===== src/rtl/rv_ctrl_pkg.sv =====
// rtl/rv_ctrl_pkg.sv - shared opcodes, FSM states and datapath select encodings
// Purpose: constants and types shared by the multi-cycle control FSM and its
// decode table. No ports.
package rv_ctrl_pkg;

    localparam logic [6:0] OP_LUI      = 7'b0110111;
    localparam logic [6:0] OP_AUIPC    = 7'b0010111;
    localparam logic [6:0] OP_JAL      = 7'b1101111;
    localparam logic [6:0] OP_JALR     = 7'b1100111;
    localparam logic [6:0] OP_BTYPE    = 7'b1100011;
    localparam logic [6:0] OP_LOADS    = 7'b0000011;
    localparam logic [6:0] OP_STORES   = 7'b0100011;
    localparam logic [6:0] OP_ARITHM_I = 7'b0010011;
    localparam logic [6:0] OP_ARITHM_R = 7'b0110011;

    typedef enum logic [2:0] {
        ST_FETCH,
        ST_DECODE,
        ST_EXEC,
        ST_MEM,
        ST_WB,
        ST_TRAP
    } state_t;

    localparam logic [1:0] PC_SEL_PLUS4 = 2'd0;
    localparam logic [1:0] PC_SEL_ALU   = 2'd1;
    localparam logic [1:0] PC_SEL_BR    = 2'd2;

    localparam logic [1:0] A_SEL_RS1  = 2'd0;
    localparam logic [1:0] A_SEL_PC   = 2'd1;
    localparam logic [1:0] A_SEL_ZERO = 2'd2;

    localparam logic B_SEL_RS2 = 1'b0;
    localparam logic B_SEL_IMM = 1'b1;

    localparam logic [1:0] WB_SEL_ALU  = 2'd0;
    localparam logic [1:0] WB_SEL_LOAD = 2'd1;
    localparam logic [1:0] WB_SEL_PC4  = 2'd2;

    // Instruction class decides the path after EXEC.
    typedef enum logic [2:0] {
        CLS_ALU,
        CLS_JUMP,
        CLS_BRANCH,
        CLS_LOAD,
        CLS_STORE
    } cls_t;

    typedef struct packed {
        logic       legal;
        logic [1:0] a_sel;
        logic       b_sel;
        logic [1:0] wb_sel;
        logic [1:0] pc_sel;
        cls_t       cls;
    } dec_t;

endpackage


===== src/rtl/rv_ctrl_decode_table.sv =====
// rtl/rv_ctrl_decode_table.sv - opcode/funct3 to control-class lookup
// Purpose: combinational decode of an RV32I opcode/funct3 pair into legality,
// ALU operand selects, writeback select, writeback PC select and class.
// Ports:
//   op     in  7  opcode
//   funct3 in  3  funct3 field
//   dec    out    decoded control bundle (dec_t)
module rv_ctrl_decode_table
    import rv_ctrl_pkg::*;
(
    input  logic [6:0] op,
    input  logic [2:0] funct3,
    output dec_t       dec
);

    always_comb begin
        dec.legal  = 1'b0;
        dec.a_sel  = A_SEL_RS1;
        dec.b_sel  = B_SEL_IMM;
        dec.wb_sel = WB_SEL_ALU;
        dec.pc_sel = PC_SEL_PLUS4;
        dec.cls    = CLS_ALU;
        case (op)
            OP_LUI: begin
                dec.legal = 1'b1;
                dec.a_sel = A_SEL_ZERO;
            end
            OP_AUIPC: begin
                dec.legal = 1'b1;
                dec.a_sel = A_SEL_PC;
            end
            OP_JAL: begin
                dec.legal  = 1'b1;
                dec.a_sel  = A_SEL_PC;
                dec.wb_sel = WB_SEL_PC4;
                dec.pc_sel = PC_SEL_ALU;
                dec.cls    = CLS_JUMP;
            end
            OP_JALR: begin
                dec.legal  = (funct3 == 3'd0);
                dec.wb_sel = WB_SEL_PC4;
                dec.pc_sel = PC_SEL_ALU;
                dec.cls    = CLS_JUMP;
            end
            OP_BTYPE: begin
                dec.legal = (funct3 != 3'd2) && (funct3 != 3'd3);
                dec.b_sel = B_SEL_RS2;
                dec.cls   = CLS_BRANCH;
            end
            OP_LOADS: begin
                dec.legal  = !((funct3 == 3'd3) || (funct3 == 3'd6) || (funct3 == 3'd7));
                dec.wb_sel = WB_SEL_LOAD;
                dec.cls    = CLS_LOAD;
            end
            OP_STORES: begin
                dec.legal = (funct3 < 3'd3);
                dec.cls   = CLS_STORE;
            end
            OP_ARITHM_I: begin
                dec.legal = 1'b1;
            end
            OP_ARITHM_R: begin
                dec.legal = 1'b1;
                dec.b_sel = B_SEL_RS2;
            end
            default: begin
                dec.legal = 1'b0;
            end
        endcase
    end

endmodule


===== src/rtl/rv_multicycle_ctrl.sv =====
// rtl/rv_multicycle_ctrl.sv - RV32I multi-cycle control FSM with retire counter
// Purpose: sequences FETCH/DECODE/EXEC/MEM/WB/TRAP over the shared datapath.
// Ports:
//   CLK, RST                  clock, synchronous active-high reset
//   OPCODE[6:0], FUNCT3[2:0]  decoder fields, latched in DECODE
//   BR_TAKEN                  branch comparator result (used in EXEC)
//   IMEM_READY, DMEM_READY    memory handshakes
//   IMEM_REQ, IR_WE, PC_WE, PC_SEL[1:0], ALU_A_SEL[1:0], ALU_B_SEL,
//   ALUOUT_WE, DMEM_RE, DMEM_WE, WB_SEL[1:0], REG_WE, TRAP  datapath controls
//   INSTRET[INSTRET_W-1:0]    retired-instruction count
module rv_multicycle_ctrl
    import rv_ctrl_pkg::*;
#(
    parameter int INSTRET_W   = 32,
    parameter bit TRAP_STICKY = 1'b1
) (
    input  logic                 CLK,
    input  logic                 RST,
    input  logic [6:0]           OPCODE,
    input  logic [2:0]           FUNCT3,
    input  logic                 BR_TAKEN,
    input  logic                 IMEM_READY,
    input  logic                 DMEM_READY,
    output logic                 IMEM_REQ,
    output logic                 IR_WE,
    output logic                 PC_WE,
    output logic [1:0]           PC_SEL,
    output logic [1:0]           ALU_A_SEL,
    output logic                 ALU_B_SEL,
    output logic                 ALUOUT_WE,
    output logic                 DMEM_RE,
    output logic                 DMEM_WE,
    output logic [1:0]           WB_SEL,
    output logic                 REG_WE,
    output logic                 TRAP,
    output logic [INSTRET_W-1:0] INSTRET
);

    state_t         state, state_nx;
    logic [6:0]     op_q;
    logic [2:0]     f3_q;
    logic [INSTRET_W-1:0] instret_q;
    logic           retire;
    logic [6:0]     dec_op;
    logic [2:0]     dec_f3;
    dec_t           dec;

    // The legality decision is made in DECODE from the live inputs; from
    // EXEC onward only the latched copy is used so input changes are ignored.
    assign dec_op = (state == ST_DECODE) ? OPCODE : op_q;
    assign dec_f3 = (state == ST_DECODE) ? FUNCT3 : f3_q;

    rv_ctrl_decode_table u_decode (
        .op     (dec_op),
        .funct3 (dec_f3),
        .dec    (dec)
    );

    assign INSTRET = instret_q;

    always_ff @(posedge CLK) begin
        if (RST) begin
            state     <= ST_FETCH;
            op_q      <= '0;
            f3_q      <= '0;
            instret_q <= '0;
        end else begin
            state <= state_nx;
            if (state == ST_DECODE) begin
                op_q <= OPCODE;
                f3_q <= FUNCT3;
            end
            if (retire) begin
                instret_q <= instret_q + INSTRET_W'(1);
            end
        end
    end

    always_comb begin
        state_nx  = state;
        retire    = 1'b0;
        IMEM_REQ  = 1'b0;
        IR_WE     = 1'b0;
        PC_WE     = 1'b0;
        PC_SEL    = PC_SEL_PLUS4;
        ALU_A_SEL = A_SEL_RS1;
        ALU_B_SEL = B_SEL_RS2;
        ALUOUT_WE = 1'b0;
        DMEM_RE   = 1'b0;
        DMEM_WE   = 1'b0;
        WB_SEL    = WB_SEL_ALU;
        REG_WE    = 1'b0;
        TRAP      = 1'b0;
        case (state)
            ST_FETCH: begin
                IMEM_REQ = 1'b1;
                if (IMEM_READY) begin
                    IR_WE    = 1'b1;
                    state_nx = ST_DECODE;
                end
            end
            ST_DECODE: begin
                state_nx = dec.legal ? ST_EXEC : ST_TRAP;
            end
            ST_EXEC: begin
                ALUOUT_WE = 1'b1;
                ALU_A_SEL = dec.a_sel;
                ALU_B_SEL = dec.b_sel;
                case (dec.cls)
                    CLS_BRANCH: begin
                        PC_WE    = 1'b1;
                        PC_SEL   = BR_TAKEN ? PC_SEL_BR : PC_SEL_PLUS4;
                        retire   = 1'b1;
                        state_nx = ST_FETCH;
                    end
                    CLS_LOAD, CLS_STORE: state_nx = ST_MEM;
                    default:             state_nx = ST_WB;
                endcase
            end
            ST_MEM: begin
                DMEM_RE = (dec.cls == CLS_LOAD);
                DMEM_WE = (dec.cls != CLS_LOAD);
                if (DMEM_READY) begin
                    if (dec.cls == CLS_LOAD) begin
                        state_nx = ST_WB;
                    end else begin
                        PC_WE    = 1'b1;
                        retire   = 1'b1;
                        state_nx = ST_FETCH;
                    end
                end
            end
            ST_WB: begin
                REG_WE   = 1'b1;
                PC_WE    = 1'b1;
                WB_SEL   = dec.wb_sel;
                PC_SEL   = dec.pc_sel;
                retire   = 1'b1;
                state_nx = ST_FETCH;
            end
            ST_TRAP: begin
                TRAP = 1'b1;
                if (!TRAP_STICKY) begin
                    // Skip the faulting word: PC+4 without retiring it.
                    PC_WE    = 1'b1;
                    state_nx = ST_FETCH;
                end
            end
            default: state_nx = ST_FETCH;
        endcase
        // Reset silences every strobe in the same cycle, whatever the state.
        if (RST) begin
            retire    = 1'b0;
            IMEM_REQ  = 1'b0;
            IR_WE     = 1'b0;
            PC_WE     = 1'b0;
            PC_SEL    = PC_SEL_PLUS4;
            ALU_A_SEL = A_SEL_RS1;
            ALU_B_SEL = B_SEL_RS2;
            ALUOUT_WE = 1'b0;
            DMEM_RE   = 1'b0;
            DMEM_WE   = 1'b0;
            WB_SEL    = WB_SEL_ALU;
            REG_WE    = 1'b0;
            TRAP      = 1'b0;
        end
    end

endmodule


===== config.mk =====
export PLATFORM = sky130hd
export DESIGN_NAME = rv_multicycle_ctrl
export DESIGN_NICKNAME = d
export VERILOG_FILES = /design/src/rtl/rv_ctrl_pkg.sv /design/src/rtl/rv_ctrl_decode_table.sv /design/src/rtl/rv_multicycle_ctrl.sv
export SDC_FILE = /design/constraint.sdc
export NUM_CORES = 1
export LEC_CHECK = 0
export ABC_AREA = 1
export BUFFER_PORTS_ARGS = -buffer_cell sky130_fd_sc_hd__buf_2
export CAP_MARGIN = 0
export CORE_UTILIZATION = 45
export DETAILED_ROUTE_END_ITERATION = 10
export PLACE_DENSITY = 0.68
export SLEW_MARGIN = 20
export SYNTH_ARGS = -nofsm -noshare
export SYNTH_HDL_FRONTEND = slang
export SYNTH_SLANG_ARGS = --single-unit

===== constraint.sdc =====
create_clock -name CLK -period 2.3 [get_ports CLK]
set_clock_uncertainty 0.1 [all_clocks]
set_input_delay 0.345 -clock CLK [delete_from_list [all_inputs] [get_ports CLK]]
set_output_delay 0.345 -clock CLK [all_outputs]
set_load 0.02 [all_outputs]

# Word level (Yosys, flattened, before mapping)
# Cells that the tools add are included.
[totals]
register_bits = 45
inputBits = 15
output_inout_bits = 47
word_cells = 88
[op_classes]
add_sub_neg = 1
n_lt_le_gt_ge = 1
eq_ne = 25
muxes = 44
bitwise = 1
reduce_logical = 12
[op_table]
columns = ["op", "n"]
rows = [
  ["$add A32 B1 Y32 const B", 1],
  ["$mux W1", 23],
  ["$eq A7 B6 Y1 const B", 3],
  ["$eq A7 B7 Y1 const B", 3],
  ["$eq A3 B2 Y1 const B", 5],
  ["$eq A3 B3 Y1 const B", 5],
  ["$mux W3", 5],
  ["$pmux W3 S5", 1],
  ["$eq A7 B5 Y1 const B", 2],
  ["$mux W2", 7],
  ["$pmux W2 S2", 3],
  ["$pmux W3 S4", 1],
  ["$ne A3 B2 Y1 const B", 3],
  ["$reduce_or A2 Y1", 4],
  ["$eq A7 B2 Y1 const B", 1],
  ["$mux W7", 1],
  ["$logic_not A3 Y1", 2],
  ["$pmux W3 S2", 1],
  ["$pmux W1 S5", 1],
  ["$reduce_or A5 Y1", 1],
  ["$ne A2 B2 Y1 const B", 2],
  ["$eq A3 B1 Y1 const B", 1],
  ["$lt A3 B2 Y1 const B", 1],
  ["$pmux W1 S3", 1],
  ["other kinds (5)", 6],
]

# Logic depth before layout (Yosys ltp)
[depth]
ltp_word = 10
ltp_mapped = 16
ltp_nobuf = 15

# Modules after synthesis
# From an unflattened synthesis, not the netlist that was laid out.
[hier_totals]
hier_cells = 504
area_unflattened_um2 = 3091.7
[by_module_without_submodules]
columns = ["mod", "n_inst", "cells_per_inst", "area_per_inst_um2", "seq_area_each_um2"]
rows = [
  ["rv_multicycle_ctrl", 1, 447, 2817.7, 900.9],
  ["rv_ctrl_decode_table", 1, 57, 274.0, 0.0],
]

# Worst setup path after synthesis
# OpenSTA, ideal clock, no wires.
[synth_path]
kind = "reg-to-output"
startpoint = "reg state[2]"
endpoint = "out ALU_A_SEL[0]"
arrival_time_ns = 1.758
required_time_ns = 1.855
path_slack_ns = 0.097
stages_incl_launch_ff = 9
n_path_buf = 1
path_cell_list = "dfxtp_1 > inv_2 > buf_2 > nand2_1 > nor2_1 > inv_1 > nor2_1 > inv_1 > a21oi_1"
[synth_via]
elab_chain_len = 7
word_cells_on_any_way = 10
cone_classes = "eq/ne (5); mux (4); reduce/logical (1)"
[synth_lines]
columns = ["element", "line", "source"]
rows = [
  ["start, declared", "rv_multicycle_ctrl.sv:39", "state_t state, state_nx;"],
  ["start signal, assigned", "rv_multicycle_ctrl.sv:68", "state <= state_nx;"],
  ["$eq A3 B1 Y1", "rv_multicycle_ctrl.sv:50", "assign dec_op = (state == ST_DECODE) ? OPCODE : op_q;"],
  ["$mux W7", "--", ""],
  ["$eq A7 B5 Y1 or $eq A7 B7 Y1 (tied branches)", "rv_ctrl_decode_table.sv:23", "case (op)"],
  ["$reduce_or A2 Y1 (no source line)", "--", ""],
  ["$pmux W2 S2", "rv_ctrl_decode_table.sv:23", ""],
  ["$mux W2 *", "rv_multicycle_ctrl.sv:94", "case (state)"],
  ["$mux W2 *", "rv_multicycle_ctrl.sv:152", "if (RST) begin"],
  ["end, declared", "rv_multicycle_ctrl.sv:28", "output logic [1:0] ALU_A_SEL,"],
]
# Mark *: on every way between the ends. The rest lies on a longest branch, timed or not.

# Worst setup path after layout
[layout_path]
startpoint = "reg state[0]"
endpoint = "out ALU_A_SEL[0]"
# Same word-level chain as after synthesis.

==> impl_metrics.csv <==
group,metric,value,unit
pwr,p_total,2.60,mW
logic_synthesis,ys_seq_area_share,30.9,%
cts,cts_max_level,2,
logic_synthesis,ys_types,35,
detailed_routing,wirelength,9.00,mm
detailed_routing,wl_per_cell,14.5,um
hold_path,hp-class,"in -> reg",
sta,hold_viol_final,0,
cts,cts_tree,"built",
hold_path,worstHoldPathCells,3,
setup_path,r2r_setup_slack,0.06,ns
setup_path,cp.required,1.86,ns
final_layout,fin_cells,620,
hold_path,hold_start,"FUNCT3[0]",
setup_path,crit_arrival,1.94,ns
final_layout,layout.nets,560,
global_route,grt_max_degree,25,
pwr,vdd_ir_drop_max,0.495,mV
placed_design,placed_cells,586,
logic_synthesis,syn_nets,465,
die,coreArea,6100,um2
sta,holdWs,0.256,ns
final_layout,layout_common_cells,"94 x nand2_1, 66 x nor2_1, 54 x buf_2",
placed_design,place_congestion,0.910,
setup_path,worstReg2RegEnd,"INSTRET[7]",
die,fp-row-count,28,
logic_synthesis,synth_top_area_share,30.9,%
die,chipWidth,82.5,um
cts,clockRootBuffer,"clkbuf_8",
cts,cts_made_buffers,5,
global_route,grt_overflow_total,0,
detailed_routing,drtPass1Iterations,5,
pwr,leakage,1.71,nW
detailed_routing,vias,3358,
sta,fin_ws,-0.0861,ns
sta,rsz0062_at_grt,"yes",
final_layout,layout_commonest_cell,"nand2_1",
sta,fin_tns_setup,-0.392,ns
logic_synthesis,synth-seq-cells,45,
die,start_util,47.8,%
pwr,power_density,668,nW/um2
run_status,status,"finished with violations",
cts,cts.sinks,45,
setup_path,cp-end-kind,"primary output",
detailed_routing,avgViaCountPerCell,5.42,
detailed_routing,postRouteAntennaNets,0,
global_route,grt_pass1_vias,2983,
sta,finalMaxSlewViolations,0,
hold_path,holdPathEnd,"f3_q[0]",
run,cap_violations,0,
final_layout,area_growth,33.7,%
setup_path,rr_worst_depth,14,
logic_synthesis,yosys_warnings,0,
cts,cts.reportedPaths.clkPinSlew,0.09,ns
setup_path,setup.worst_path.start,"state[0]",
logic_synthesis,yosys.area.top_type,"dfxtp_1",
cts,clock_path_buffers,2,
setup_path,worstSetupStartpointType,"flop",
sta,fmax,419,MHz
final_layout,antenna_cells,0,
final_layout,drive_gt1_share,31.7,%
run_status,failed_checks,"negative setup slack",
setup_path,crit_path_top_delay_cell,"dfxtp_4",
setup_path,r2r_start,"state[0]",
die,die-area,6800,um2
final_layout,utilization,63.9,%
global_route,grt.total_usage,26.6,%
global_route,antenna_found_initial,0,
logic_synthesis,synth_area_leaders,"dfxtp_1 31%, nand2_1 14%, nor2_1 8.8%",
setup_path,cp_max_fo,5,
setup_path,critPathMaxStageDelay,0.40,ns
logic_synthesis,netlist_area,2920,um2
sta,worst_pin_slew,0.404,ns
detailed_routing,drt_drc_violations_left,0,
placed_design,io_buffers,61,
cts,worst_skew_pair.late_latency,0.29,ns
setup_path,criticalPathCategory,"reg -> out",
die,io_pins,62,
sta,setup_viol,6,
placed_design,dp_hpwl,5.86,mm
sta,slew_headroom,72.9,%
die,fp.dieH,82.5,um
logic_synthesis,syn_avg_cell_area,6.49,um2
logic_synthesis,synthCells,449,
cts,cts_hold_buf,0,
sta,fin_crit,2.39,ns
sta,finalCritPeriodShare,104,%
setup_path,crit_path_cell_trace,"buf_6 -> nand3_4 -> nand2_4 -> nand2_4 -> buf_6 -> inv_4 -> nand4_1 -> inv_2 -> nand4_1 -> a21oi_2 -> buf_4",
detailed_routing,drt_iter0_markers,231,
global_route,grt_pass1_wl,13.9,mm
-- per-layer routing --
metal / share of wire [%] / vias to the layer above / track usage [%]
met5: 0 / - / 0
met4: 3.1 / 0 / 8.10
met3: 4.7 / 33 / 4.07
met2: 50 / 125 / 45.5
met1: 42 / 1550 / 34.2
li1: - / 1650 / -
-- sequential cells by signal, indices dropped and copies added (netlist names) --
signal	count
state	3
op_q	7
f3_q	3
INSTRET	32
-- cells in the mapped netlist --
cell type  count
a31oi_1        4
clkbuf_1       3
nand3_1       24
buf_4          3
nor4_1         1
nand2_2        4
nand2_4        3
a21oi_1       22
xnor2_1        4
nand4_1       13
nor2_2         1
o21ai_1       11
nor2_1        68
ha_1           1
nor2_4         2
nor3_1        29
nand2_1      105
o21bai_1       2
o21bai_2       1
buf_2          2
nor3b_2        5
inv_2          4
buf_1          1
nand3_2        5
o21a_1         3
xor2_1         7
inv_1         52
a21oi_2        2
nand3_4        1
and3_1         6
nor2_8         1
nand3b_2       2
o21ai_0        7
buf_6          5
dfxtp_1       45
-- critical path: cells and delay by family, from the launching register on --
family	cells	cell delay, ns
flops	1	0.40
buf+inv	5	0.55
simple gates	5	0.52
compound gates	1	0.18
-- worst max path at each step --
| stage | endpoint | cells past startpoint |
|---|---|---|
| after global routing | ALU_A_SEL[0] | 11 |
| after floorplan | ALU_A_SEL[0] | 8 |
| after detailed placement | INSTRET[6] | 13 |
| after CTS | PC_WE | 13 |
| final | ALU_A_SEL[0] | 11 |
| after global placement | INSTRET[6] | 13 |
-- logic make-up after synthesis --
| group | Yosys count | synth area share [%] |
|---|---|---|
| simple gates | 270 | 44.6 |
| buf+inv | 70 | 10.8 |
| fa+ha+maj | 1 | 0.429 |
| compound gates | 52 | 10.0 |
| xor+xnor | 11 | 3.30 |
| flops | 45 | 30.9 |
-- cell type report --
cell class,instances,area (um2)
clock buffers,7,86.3
clock inverters,1,30.0
fillers,542,2200
inverters,56,223
multi-input cells,335,1880
flip-flops and latches,45,908
well taps,75,93.8
repair buffers,101,674
-- what timing repair did --
item,CTS,global route
gates cloned,1,0
setup endpoints to repair,10,25
setup buffers,20,5
pin swaps,15,19
resized for setup,32,40
-- report_power, final --
| group | switching [mW] | total, mW | internal [mW] |
|---|---|---|---|
| Combinational | 0.649 | 1.11 | 0.460 |
| Sequential | 0.0317 | 0.864 | 0.833 |
| Clock | 0.274 | 0.628 | 0.355 |
-- through the flow --
step | worst slack, ns | cell area (um2)
6_report | -0.0861 | 3900
5_1_grt | -0.171 | 3900
4_1_cts | -0.0262 | 3730
3_5_place_dp | 0.0315 | 3350
3_3_place_gp | 0.0816 | 3350
2_1_floorplan | 0.0975 | 2920
No activity file was read; power rests on OpenSTA's default activity.
